### config.mk
export PLATFORM = sky130hd
export DESIGN_NAME = fetch_queue
export DESIGN_NICKNAME = d
export VERILOG_FILES = /design/src/rtl/fetch_queue.sv
export SDC_FILE = /design/constraint.sdc
export NUM_CORES = 1
export LEC_CHECK = 0
export ABC_AREA = 0
export BUFFER_PORTS_ARGS = -buffer_cell sky130_fd_sc_hd__buf_2
export CELL_PAD_IN_SITES_DETAIL_PLACEMENT = 2
export CELL_PAD_IN_SITES_GLOBAL_PLACEMENT = 2
export CORE_MARGIN = 1.5
export CORE_UTILIZATION = 40
export DETAILED_ROUTE_END_ITERATION = 6
export PLACE_DENSITY = 0.73
export SLEW_MARGIN = 20
export SYNTH_ARGS = -nofsm -noshare
export SYNTH_HDL_FRONTEND = slang
export SYNTH_SLANG_ARGS = --single-unit
### constraint.sdc
create_clock -name clk -period 3 [get_ports clk]
set_input_delay 0.9 -clock clk [delete_from_list [all_inputs] [get_ports clk]]
set_output_delay 0.9 -clock clk [all_outputs]
set_load 0.05 [all_outputs]
### src/rtl/fetch_queue.sv
// Instruction fetch queue: a DEPTH-entry FIFO between fetch and decode.
// Registered outputs only; empty queue presents PC_START with a NOP word.
module fetch_queue #(
  parameter int          DEPTH    = 4,            // power of two, >= 2
  parameter logic [31:0] PC_START = 32'h00400020
) (
  input  logic                       clk,
  input  logic                       reset,
  input  logic                       flush,
  input  logic                       in_valid,
  input  logic [31:0]                in_pc,
  input  logic [31:0]                in_instr,
  output logic                       in_ready,
  output logic                       out_valid,
  output logic [31:0]                out_pc,
  output logic [31:0]                out_instr,
  input  logic                       out_ready,
  output logic [$clog2(DEPTH):0]     count
);

  localparam int              AW         = $clog2(DEPTH);
  localparam logic [AW:0]     FULL_COUNT = (AW + 1)'(DEPTH);
  localparam logic [31:0]     NOP        = 32'h0000_0000;

  logic [AW-1:0] rd_ptr;
  logic [AW-1:0] wr_ptr;
  logic [AW:0]   count_q;
  logic [31:0]   pc_mem    [DEPTH];
  logic [31:0]   instr_mem [DEPTH];
  logic          push;
  logic          pop;

  // in_ready depends only on stored count, never on out_ready.
  assign in_ready  = (count_q < FULL_COUNT);
  assign out_valid = (count_q != '0);
  assign count     = count_q;

  assign push = in_valid  & in_ready  & ~flush;
  assign pop  = out_valid & out_ready & ~flush;

  assign out_pc    = out_valid ? pc_mem[rd_ptr]    : PC_START;
  assign out_instr = out_valid ? instr_mem[rd_ptr] : NOP;

  // NOTE: storage has no reset; count alone decides which entries are valid,
  // so clearing the array would only cost reset fan-out.
  always_ff @(posedge clk) begin
    if (push) begin
      pc_mem[wr_ptr]    <= in_pc;
      instr_mem[wr_ptr] <= in_instr;
    end
  end

  // NOTE: state uses non-blocking assignments so every register samples
  // pre-edge values regardless of statement order.
  always_ff @(posedge clk or posedge reset) begin
    if (reset) begin
      rd_ptr  <= '0;
      wr_ptr  <= '0;
      count_q <= '0;
    end else if (flush) begin
      rd_ptr  <= '0;
      wr_ptr  <= '0;
      count_q <= '0;
    end else begin
      // Pointers are AW bits wide, so DEPTH being a power of two gives a
      // natural modulo-DEPTH wrap.
      if (push) wr_ptr <= wr_ptr + 1'b1;
      if (pop)  rd_ptr <= rd_ptr + 1'b1;
      case ({push, pop})
        2'b10:   count_q <= count_q + 1'b1;
        2'b01:   count_q <= count_q - 1'b1;
        default: count_q <= count_q;
      endcase
    end
  end

endmodule

==> flow_metrics.tcl <==
set metrics [dict create \
    grt_pass1_vias 5884 \
    syn_to_final_growth_pct 26.31 \
    cts_buffer_depth 3 \
    synth_top_family_by_area "multiplexers" \
    finalCritPeriodShare 1.035 \
    status "finished with violations" \
    syn_avg_cell_area_sq_um 21.79 \
    cts_tree "done" \
    syn_area_sq_um 10180 \
    synth-seq-cells 263 \
    worstSetupPathType "flop to output port" \
    cts.clk_slew.worst_paths_ps 60 \
    p_leak_nw 4.392 \
    start_util 0.4053 \
    yosysUniqueCellTypes 26 \
    io_pins 138 \
    globalRoute.totalOverflow 0 \
    drive_above_1_share 0.4602 \
    routabilityCongestion 0.6868 \
    syn-instance-count 467 \
    h-tree-depth 1 \
    power_density_nw_per_um2 747.3 \
    synth_area_leaders "edfxtp_1 76%, mux4_2 14%, and2_1 4.1%" \
    yosysWarnings 0 \
    num_vias 5126 \
    worstPathArrival_ps 2200 \
    seq_area_frac_synth 0.7726 \
    clock_skew_ps 8.958 \
    grt_use_total 0.1939 \
    synthAdderAreaFrac 0.006885 \
    dr.pass1.iters 6 \
    drc 0 \
    cp-end-kind "output port" \
    hold_viol 0 \
    die_h_microns 162.5 \
    synthSimpleGateAreaFrac 0.05102 \
    violations "setup timing" \
    min_period_ps 3104 \
    yosysTopAreaCell "edfxtp_1" \
    synth_compound_area_frac 0.005901 \
    cts_hold_buf 0 \
    tightest_slew_ps 519.8 \
    hp-class "input port to async pin" \
    grt_pass1_wl_microns 37570 \
    io_buffer_count 137 \
    worstSetupStartpointType "flop" \
    die_w_microns 162.5 \
    synth_top_area_frac 0.7553 \
    postRouteAntennaNets 0 \
    rows 58 \
    wl_per_cell_microns 25.21 \
    regToRegStartpoint "count[1]" \
    cts.sinks 263 \
    coreArea_sq_um 25110 \
    clkLatencyLatePin_ps 530 \
    final_util 0.5120 \
    dieArea_sq_um 26410 \
    synthMuxAreaShare 0.1436 \
    grt_max_degree 49 \
    drt_iter0_markers 256 \
    antenna_found_initial 3 \
    drv_slew 0 \
    fmaxAchievable_ghz 0.3221 \
    totalWireLength_microns 24880 \
    setup_viol 64 \
    nNetsFinal 712 \
    place_hpwl_microns 14310 \
    maxCapViolations 0 \
    relSlewSlack 0.6528 \
    reg2reg_depth 10 \
    ir_drop_uv 541.1 \
    critPathMaxFanout 5 \
    via_per_inst 5.194 \
    stdcell_area_sq_um 12850 \
    worstReg2RegEnd "count[2]" \
    cts_root_buffer "clkbuf_16" \
    r2r_setup_slack_ps 430 \
    syn_nets 541 \
    crit_required_ps 2100 \
    worst_slack_ps -104.3 \
    synthXorXnorAreaFrac 0.003442 \
    grt_setup_unrepaired "yes" \
    finalSetupTns_ps -3538 \
    numCtsBuffers 27 \
    placed_cell_area_sq_um 11380 \
    fillers 2232 \
]
## where the power goes
group	internal, mW	total, mW	switching (mW)
clock	1.64	2.95	1.31
sequential	4.17	4.22	0.0513
combinational	1.02	2.44	1.42
total	6.83	9.61	2.78
## registers in the layout, indices dropped and copies added, names as in the netlist
signal and count:
instr_mem 128, pc_mem 128, count 3, rd_ptr 2, wr_ptr 2
## metal layers
layer	share of wire	track usage	routed length, microns
met1	0.41	0.2501	10220
met5	0	0	0
met3	0.044	0.03922	1101
met4	0.020	0.05171	500
met2	0.52	0.3359	13060
## Yosys cell counts
library cell    n
ha_1            4
mux2i_1         2
dfrtp_1         7
fa_1            1
edfxtp_1      256
xnor2_1         2
a21o_1          1
mux4_2         64
nor4_1          1
nor2_1          7
clkbuf_1        9
inv_1           5
a21oi_1         4
nand2b_1        2
nor2b_1         2
xor2_1          2
buf_6           5
nand3_1         3
o21ai_0         3
and2_1         66
nand2_1         3
nor3_1          2
clkbuf_2        1
buf_2          11
a221oi_1        2
or2_1           2
## how the worst max path moves through the flow
| stage | startpoint | endpoint | slack [ps] | cells after the start |
|---|---|---|---|---|
| 2_1_floorplan | count[0] | out_instr[0] | 220 | 6 |
| 3_3_place_gp | count[2] | out_instr[2] | 300 | 5 |
| 3_5_place_dp | in_valid | count[2] | 200 | 8 |
| 4_1_cts | rd_ptr[0] | out_pc[21] | -140 | 4 |
| 5_1_grt | rd_ptr[0] | out_pc[22] | -180 | 5 |
| 6_report | rd_ptr[0] | out_pc[5] | -100 | 5 |
## through the flow
step / setup slack, ps / instances / hold WS [ps] / power [mW]
floorplan: 216.4 / 467 / 561.6 / 5.667
global route: -179.5 / 985 / 336.0 / 9.933
finish: -104.3 / 987 / 320.5 / 9.607
CTS: -142.5 / 979 / 309.1 / 9.597
global placement: 301.3 / 924 / 594.0 / 6.144
detailed placement: 200.6 / 924 / 639.9 / 6.206
## area by class of cell
type                    instances  area, sq um  area share
diodes                          3        7.507   0.0005840
clock buffers                  36        709.4     0.05519
clock inverters                 9        38.79    0.003017
inverters                       5        21.27    0.001655
multi-input cells             173         2245      0.1746
flip-flops and latches        263         7873      0.6124
well taps                     330        412.9     0.03212
repair buffers                167         1540      0.1198
repair inverters                1        7.507   0.0005840
## kinds of logic after synthesis
| group | after synthesis |
|---|---|
| flops | 263 |
| mux | 66 |
| buf+inv | 31 |
| compound gates | 10 |
| fa+ha+maj | 5 |
| simple gates | 88 |
| xor+xnor | 4 |
## cell usage in the layout, fill, tap and decap left out, types with 9 or more instances in the layout
cell,n
clkbuf_16,30
buf_4,38
buf_8,9
and2_4,35
edfxtp_1,256
buf_2,73
buf_6,29
clkbuf_1,9
mux4_2,64
and2_1,31
## critical path, cell delays in order, from the launching register on
cell and delay (ps):
dfrtp_4 450, buf_12 170, buf_16 140, mux4_2 510
or2_1 240, buf_6 160
## what timing repair did
action	CTS	global route
cloned	6	3
pin swaps	4	6
endpoints found under the setup margin	64	65
setup buffers	4	2
gates resized for setup	125	43
No activity file was read; power rests on OpenSTA's default activity.
